===== config.mk =====
export PLATFORM = sky130hd
export DESIGN_NAME = adler32_wide
export DESIGN_NICKNAME = d
export VERILOG_FILES = /design/src/rtl/adler32_pkg.sv /design/src/rtl/adler32_lane_sum.sv /design/src/rtl/adler32_wide.sv
export SDC_FILE = /design/constraint.sdc
export NUM_CORES = 1
export LEC_CHECK = 0
export ABC_AREA = 0
export CAP_MARGIN = 25
export CORE_MARGIN = 5
export CORE_UTILIZATION = 50
export DETAILED_ROUTE_END_ITERATION = 10
export PLACE_DENSITY_LB_ADDON = 0.15
export SLEW_MARGIN = 25
export SYNTH_ARGS = -nofsm -noshare
export SYNTH_HDL_FRONTEND = slang
export SYNTH_SLANG_ARGS = --single-unit

===== constraint.sdc =====
create_clock -name clk -period 47.4 [get_ports clk]
set_input_delay 9.48 -clock clk [delete_from_list [all_inputs] [get_ports clk]]
set_output_delay 9.48 -clock clk [all_outputs]
set_load 0.02 [all_outputs]

===== src/rtl/adler32_pkg.sv =====
// Shared constants, FSM state type and modular reduction for the Adler-32 block.
package adler32_pkg;

    localparam logic [16:0] MOD_ADLER = 17'd65521;

    typedef enum logic [1:0] {
        ST_IDLE = 2'd0,
        ST_DATA = 2'd1,
        ST_DONE = 2'd2
    } state_t;

    // Inputs stay below 10*MOD_ADLER (B + 8*A + weighted lane sum), so ten
    // conditional subtractions always give a fully reduced result.
    function automatic logic [15:0] mod_adler(input logic [23:0] x);
        logic [23:0] r;
        r = x;
        for (int unsigned i = 0; i < 10; i++) begin
            if (r >= 24'(MOD_ADLER)) r = r - 24'(MOD_ADLER);
        end
        return r[15:0];
    endfunction

endpackage


===== src/rtl/adler32_lane_sum.sv =====
// Per-beat plain and position-weighted byte sums over the first k lanes.
module adler32_lane_sum
    import adler32_pkg::*;
#(
    parameter int LANES = 4
) (
    input  logic [8*LANES-1:0] data,
    input  logic [3:0]         k,
    output logic [15:0]        sum,
    output logic [15:0]        wsum
);

    always_comb begin
        sum  = '0;
        wsum = '0;
        for (int unsigned i = 0; i < LANES; i++) begin
            if (32'(k) > i) begin
                sum  = sum + 16'(data[8*i +: 8]);
                wsum = wsum + (16'(k) - 16'(i)) * 16'(data[8*i +: 8]);
            end
        end
    end

endmodule


===== src/rtl/adler32_wide.sv =====
// Multi-lane Adler-32 engine: length handshake, data beats, one-cycle result strobe.
// Optional ADLER32_WIDE_PROTO_CHECK_EN adds a sticky proto_err output.
module adler32_wide
    import adler32_pkg::*;
#(
    parameter int LANES  = 4,
    parameter int SIZE_W = 32
) (
    input  logic               clk,
    input  logic               rst_n,
    input  logic               size_valid,
    input  logic [SIZE_W-1:0]  size,
    output logic               size_ready,
    input  logic               data_valid,
    input  logic [8*LANES-1:0] data,
    output logic               data_ready,
    output logic               checksum_valid,
    output logic [31:0]        checksum,
`ifdef ADLER32_WIDE_PROTO_CHECK_EN
    output logic               proto_err,
`endif
    output logic               busy
);

    state_t            state;
    logic [SIZE_W-1:0] remaining;
    logic [15:0]       a;
    logic [15:0]       b;
    logic [3:0]        k;
    logic              last_beat;
    logic [15:0]       lane_sum;
    logic [15:0]       lane_wsum;
    logic [15:0]       a_next;
    logic [15:0]       b_next;

    always_comb begin
        k         = (remaining < SIZE_W'(LANES)) ? 4'(remaining) : 4'(LANES);
        last_beat = (remaining <= SIZE_W'(LANES));
    end

    adler32_lane_sum #(
        .LANES(LANES)
    ) u_lane_sum (
        .data(data),
        .k   (k),
        .sum (lane_sum),
        .wsum(lane_wsum)
    );

    // B advances by k copies of the old A plus each byte weighted by how many
    // per-byte A updates it contributes to within this beat.
    always_comb begin
        a_next = mod_adler(24'(a) + 24'(lane_sum));
        b_next = mod_adler(24'(b) + 24'(k) * 24'(a) + 24'(lane_wsum));
    end

    always_ff @(posedge clk or negedge rst_n) begin
        if (!rst_n) begin
            state     <= ST_IDLE;
            remaining <= '0;
            a         <= 16'd1;
            b         <= '0;
            checksum  <= '0;
        end else begin
            case (state)
                ST_IDLE: begin
                    if (size_valid) begin
                        a         <= 16'd1;
                        b         <= '0;
                        remaining <= size;
                        if (size == '0) begin
                            state    <= ST_DONE;
                            checksum <= 32'h0000_0001;
                        end else begin
                            state <= ST_DATA;
                        end
                    end
                end
                ST_DATA: begin
                    if (data_valid) begin
                        a         <= a_next;
                        b         <= b_next;
                        remaining <= remaining - SIZE_W'(k);
                        if (last_beat) begin
                            state    <= ST_DONE;
                            checksum <= {b_next, a_next};
                        end
                    end
                end
                ST_DONE: state <= ST_IDLE;
                default: state <= ST_IDLE;
            endcase
        end
    end

    // size_ready is gated by rst_n so it stays low while reset is held.
    assign size_ready     = rst_n && (state == ST_IDLE);
    assign data_ready     = (state == ST_DATA);
    assign checksum_valid = (state == ST_DONE);
    assign busy           = (state != ST_IDLE);

`ifdef ADLER32_WIDE_PROTO_CHECK_EN
    always_ff @(posedge clk or negedge rst_n) begin
        if (!rst_n) begin
            proto_err <= 1'b0;
        end else if ((data_valid && state != ST_DATA) ||
                     (size_valid && state != ST_IDLE)) begin
            proto_err <= 1'b1;
        end
    end
`endif

endmodule


==> flow_summary.json, run 1 <==
{
  "diodes": 0,
  "finalHoldViolCount": 0,
  "holdPathStages": 2,
  "rsz0062_at_grt": "false",
  "dp_hpwl_mm": 89.5,
  "clkLatencyLatePin_ns": 0.36,
  "final_nets": 5072,
  "gp_congestion": 0.982,
  "synthCells": 4531,
  "overflow": 0,
  "track_usage": 0.295,
  "drt_iter0_drc": 3337,
  "cp_max_fo": 20,
  "ant_nets": 0,
  "syn_area_sq_um": 33400,
  "grt_pass1_vias": 32400,
  "timing.final.crit_share": 0.949,
  "post_drt_wl_per_cell_um": 20.3,
  "synth_ff_type": "dfrtp_1",
  "critPathCaptureType": "register",
  "post_dp_cell_area_sq_um": 35200,
  "ff2ff_path_depth": 143,
  "cts_hold_buf": 0,
  "fp-row-count": 94,
  "syn-mean-instance-area_sq_um": 7.37,
  "setup_tns_ns": 0,
  "start_kind": "primary input",
  "worstSetupPathDepth": 135,
  "cts_buffers": 9,
  "die_h_um": 268,
  "synth_edf_count": 0,
  "path_delay_family": "adder cells",
  "synth_compound_area_frac": 0.263,
  "required_ns": 47.66,
  "run_status": "finished clean",
  "cpMostUsedCell": "inv_1",
  "synth-xor-area-share": 0.0708,
  "yosys.area_share.simple": 0.267,
  "cts.clk_slew.worst_paths_ns": 0.08,
  "initial_core_util": 0.506,
  "drt-total-wl_mm": 110,
  "setup_viol": 0,
  "antenna_found_initial": 0,
  "design.core.area_sq_um": 66000,
  "arrival_ns": 45.24,
  "max_clock_freq_mhz": 22.2,
  "synth.distinct_cells": 134,
  "synthToLayoutAreaGrowth_pct": 6.58,
  "yosys_warnings": 0,
  "synth_fa_ha_area_frac": 0.234,
  "max-clock-path-buffers": 2,
  "synthMuxAreaShare": 0.0220,
  "synth_top_family_by_area": "simple AND/OR/NAND/NOR gates",
  "avgViaCountPerCell": 6.32,
  "dieArea_sq_um": 72000,
  "dieWidth_um": 268,
  "worstMarginPinSlew_ns": 0.999,
  "final_area_sq_um": 35600,
  "path_class": "primary input to register",
  "cts.sinks": 98,
  "synth-seq-cells": 98,
  "cp_slowest_cell": "or4_1",
  "cts_root_buffer": "clkbuf_16",
  "max-slew-margin-rel": 0.332,
  "synth_seq_area_share": 0.0735,
  "grt_pass1_wl_mm": 176,
  "layout_min_cycle_time_ns": 44.97,
  "io_buffer_count": 103,
  "hold_class": "register to register",
  "cp_num_buf_inv": 21,
  "drive_gt1_frac": 0.0537,
  "drt-pass1-iter-count": 6,
  "cts_tree": "yes",
  "synthArstFlopShare": 1.00,
  "max_stage_delay_ns": 0.79,
  "maxCapViolCount": 0,
  "ios": 104,
  "drv_slew": 0,
  "vias": 34200,
  "drc_errors": 0,
  "htree_levels": 3,
  "grt_max_degree": 63,
  "finClkSkew_ns": 0.0113
}
## what timing repair did
action	CTS	global route
setup buffers	0	1
setup endpoints to repair	0	32
gates resized for setup	0	9
## final cells by class
type | count | area, sq um
fillers | 6482 | 30400
multi-input cells | 3861 | 28800
clock buffers | 9 | 225
well taps | 864 | 1080
inverters | 421 | 1580
flip-flops and latches | 98 | 2450
clock inverters | 7 | 92.6
repair buffers | 146 | 1350
## state kept, by name, summed over array words and instances, names as in the netlist
signal	flops
checksum	32
a	16
state	2
remaining	32
b	16
## tightest hold or removal path, delay by kind of cell (launching register included)
family / cells / cell delay, ns
compound gates: 1 / 0.06
flops: 1 / 0.35
simple gates: 1 / 0.05
## layout by cell type, fill, tap and decap left out, types with 53 or more instances in the layout
cell             Yosys  layout
nand4_1             57      57
nand2_1            497     496
nor3_1             132     131
dfrtp_1             97      97
ha_1               207     207
clkdlybuf4s50_1      0     102
o21ai_0            222     222
o31ai_1             54      53
inv_1              417     417
xor2_1              66      66
fa_1               260     260
a21oi_1            321     320
a31oi_1             65      65
and2_1             107     107
and3_1              91      91
a21o_1              57      56
xnor2_1            200     200
nor2_1             350     350
nand3_1            139     139
## through the flow
stage               utilization  std cells  setup slack (ns)  hold WS [ns]
floorplan                     -       4556              7.21         0.449
global placement          0.533       5389              2.49         0.466
detailed placement        0.533       5389              1.50         0.469
CTS                       0.538       5405              1.75         0.489
global route              0.539       5406            0.0726         0.507
finish                    0.539       5406              2.43         0.484
## final timing paths
kind                                            from                  endpoint  slack (ns)
min in group asynchronous                      rst_n  checksum[12]$_DFFE_PN0P_        9.08
hold / removal                     b[15]$_DFFE_PN0P_         b[15]$_DFFE_PN0P_        0.48
setup reg to reg           remaining[23]$_DFFE_PN0P_  checksum[21]$_DFFE_PN0P_        8.81
hold reg to reg                    b[15]$_DFFE_PN0P_         b[15]$_DFFE_PN0P_        0.48
setup / recovery                             data[1]  checksum[21]$_DFFE_PN0P_        2.43
max in group asynchronous                      rst_n          b[7]$_DFFE_PN0P_       37.13
## cells in the mapped netlist (14+ instances only)
cell       count  area [sq um]
a211o_1       23           201
a211oi_1      42           315
a21o_1        57           428
a21oi_1      321          1610
a31o_2        14           123
a31oi_1       65           407
a32o_1        14           140
and2_1       107           669
and3_1        91           569
and4_1        29           254
buf_1         18          67.6
buf_2         33           165
clkbuf_1     118           443
dfrtp_1       97          2430
fa_1         260          5200
ha_1         207          2590
inv_1        417          1570
mux2_2        31           349
mux2i_1       36           360
nand2_1      497          1870
nand2b_1      42           263
nand3_1      139           696
nand3b_1      18           135
nand4_1       57           357
nor2_1       350          1310
nor2b_1       40           250
nor3_1       132           661
nor3b_1       14           105
nor4_1        53           332
o2111ai_1     19           166
o211ai_1      49           368
o21a_1        31           233
o21ai_0      222          1110
o21ai_1       30           150
o21bai_1      39           293
o22ai_1       38           238
o31ai_1       54           405
o32ai_1       14           123
o41ai_1       16           140
or2_2         32           200
or3_1         49           307
or4_1         24           180
xnor2_1      200          1750
xor2_1        66           578
## layer usage
metal  wire (um)  vias to the layer above  GRT usage
li1            -                    16300          -
met1       48300                    16400      0.408
met2       51400                     1236      0.497
met3        6420                      204     0.0306
met4        3430                        0     0.0806
met5           0                        -          0
## logic make-up (layout without fill, tap and decap cells)
kind of cell | count (synthesis) | after routing
AO/OA/AOI/OAI | 1281 | 1281
XOR/XNOR | 268 | 268
adder cells (fa/ha/maj) | 468 | 468
buffers and inverters | 597 | 583
flip-flops | 98 | 98
multiplexers | 69 | 69
other | 2 | 27
AND/OR/NAND/NOR | 1748 | 1748
Power of run 1 is left out: the tool's default activity adds up to more than one toggle a clock period on the data nets, which glitch-free logic cannot reach.
==> run 2: changes to the inputs <==
--- a/config.mk
+++ b/config.mk
@@ -7,8 +7,10 @@
 export LEC_CHECK = 0
 export ABC_AREA = 0
 export CAP_MARGIN = 25
-export CORE_MARGIN = 5
-export CORE_UTILIZATION = 50
+export CELL_PAD_IN_SITES_DETAIL_PLACEMENT = 1
+export CELL_PAD_IN_SITES_GLOBAL_PLACEMENT = 2
+export CORE_MARGIN = 1
+export CORE_UTILIZATION = 39
 export DETAILED_ROUTE_END_ITERATION = 10
 export PLACE_DENSITY_LB_ADDON = 0.15
 export SLEW_MARGIN = 25
==> run 2 against run 1 <==
Net effect:
- worst setup slack improved by 0.14 ns
- worst hold slack improved by 0.011 ns
- highest routed layer unchanged
- clock skew decreased by 0.0012 ns
- count of clock-buffer cells in the layout unchanged
- routed wire length increased by 14%
- fmax increased by 0.32%
==> flow_summary.json, run 2 (same netlist as run 1, synthesis figures left out) <==
{
  "cpMostUsedCell": "inv_1",
  "setup_tns_ns": 0,
  "top_layer": "met4",
  "worstMarginPinSlew_ns": 1.03,
  "cts.sinks": 98,
  "fillCellCount": 10500,
  "worstReg2RegStart": "remaining[22]$_DFFE_PN0P_",
  "maxCapViolCount": 0,
  "post_drt_wl_per_cell_um": 21.9,
  "final_nets": 5086,
  "max-clock-path-buffers": 2,
  "fp-row-count": 106,
  "grt_pass1_vias": 35200,
  "reg_top3": "checksum (32), remaining (32)",
  "rrSetupSlack_ns": 9.21,
  "wl_met2_mm": 61.7,
  "met3WireLength_mm": 3.47,
  "rsz0062_at_grt": "false",
  "die_h_um": 295,
  "dp_hpwl_mm": 104,
  "wl_met1_mm": 56.9,
  "track_usage": 0.287,
  "clkLatencyLatePin_ns": 0.35,
  "ios": 104,
  "final_cell_mix": "496 x nand2_1, 417 x inv_1, 348 x nor2_1, 318 x a21oi_1, 260 x fa_1",
  "drc_errors": 0,
  "dieArea_sq_um": 86800,
  "ant_nets": 0,
  "finalHoldViolCount": 0,
  "initial_core_util": 0.396,
  "path_delay_family": "adder cells",
  "max-slew-margin-rel": 0.307,
  "synthToLayoutAreaGrowth_pct": 8.04,
  "drt-pass1-iter-count": 7,
  "run_status": "finished clean",
  "max_stage_delay_ns": 0.77,
  "design.core.area_sq_um": 84200,
  "cts.clk_slew.worst_paths_ns": 0.07,
  "finClkSkew_ns": 0.0101,
  "cts_buffers": 9,
  "drv_slew": 0,
  "start_kind": "primary input",
  "gp_congestion": 0.938,
  "max_clock_freq_mhz": 22.3,
  "ff2ff_path_depth": 143,
  "antenna_found_initial": 0,
  "cp_slowest_cell": "or4_1",
  "dieWidth_um": 295,
  "critPathCaptureType": "register",
  "overflow": 0,
  "arrival_ns": 45.07,
  "hold_start": "checksum[25]$_DFFE_PN0P_",
  "setup_viol": 0,
  "htree_levels": 3,
  "holdPathEnd": "checksum[25]$_DFFE_PN0P_",
  "cts_root_buffer": "clkbuf_16",
  "worstReg2RegEnd": "checksum[21]$_DFFE_PN0P_",
  "required_ns": 47.64,
  "timing.final.crit_share": 0.946,
  "layout_min_cycle_time_ns": 44.83,
  "grt_max_degree": 66,
  "cts_tree": "yes",
  "mostFrequentLayoutCell": "nand2_1",
  "diodes": 0,
  "cp_num_buf_inv": 21,
  "drt_iter0_drc": 1849,
  "path_class": "primary input to register",
  "io_buffer_count": 103,
  "hold_class": "register to register",
  "holdPathStages": 2,
  "vias": 34400,
  "cts_hold_buf": 0,
  "drive_gt1_frac": 0.0590,
  "avgViaCountPerCell": 6.05,
  "grt_pass1_wl_mm": 201,
  "cp_max_fo": 20,
  "drt-total-wl_mm": 125
}
-- run 2: layer usage --
metal / vias to the layer above / global-route usage
met1: 17300 / 0.384
met3: 131 / 0.0114
met4: 0 / 0.0603
li1: 16300 / -
met5: - / 0
met2: 674 / 0.509
-- run 2: how the worst max path moves through the flow --
stage            start                  endpoint  cells past startpoint
6_report       data[1]  checksum[21]$_DFFE_PN0P_                    136
5_1_grt        data[1]  checksum[21]$_DFFE_PN0P_                    136
4_1_cts        data[1]  checksum[21]$_DFFE_PN0P_                    133
3_5_place_dp   data[1]  checksum[21]$_DFFE_PN0P_                    133
3_3_place_gp   data[1]          b[1]$_DFFE_PN0P_                    134
2_1_floorplan  data[1]         b[12]$_DFFE_PN0P_                    142
-- run 2: stage by stage --
| step | cells | hold slack, ns | util | worst slack (ns) | area [sq um] |
|---|---|---|---|---|---|
| 6_report | 5690 | 0.495 | 0.428 | 2.57 | 36100 |
| 5_1_grt | 5690 | 0.519 | 0.428 | 0.0772 | 36100 |
| 4_1_cts | 5679 | 0.501 | 0.426 | 0.899 | 35900 |
| 3_5_place_dp | 5663 | 0.476 | 0.422 | 0.617 | 35600 |
| 3_3_place_gp | 5663 | 0.470 | 0.422 | 1.93 | 35600 |
| 2_1_floorplan | 4556 | 0.449 | - | 7.21 | 33500 |
-- run 2: layout make-up --
type	count	area (sq um)	share of cell area
clock buffers	9	225	0.00624
flip-flops and latches	98	2450	0.0680
multi-input cells	3861	28900	0.800
repair buffers	160	1460	0.0404
well taps	1134	1420	0.0393
clock inverters	7	76.3	0.00212
inverters	421	1580	0.0438
-- run 2: what timing repair did --
action	CTS	global route
setup endpoints to repair	0	32
resized for setup	0	20
setup buffers	0	11
-- run 2: worst min-delay path, stage by stage, from the launching register on --
cell	delay, ns
dfrtp_1	0.35
nand2_1	0.05
o31ai_1	0.06
Power of run 2 is left out for the same reason.
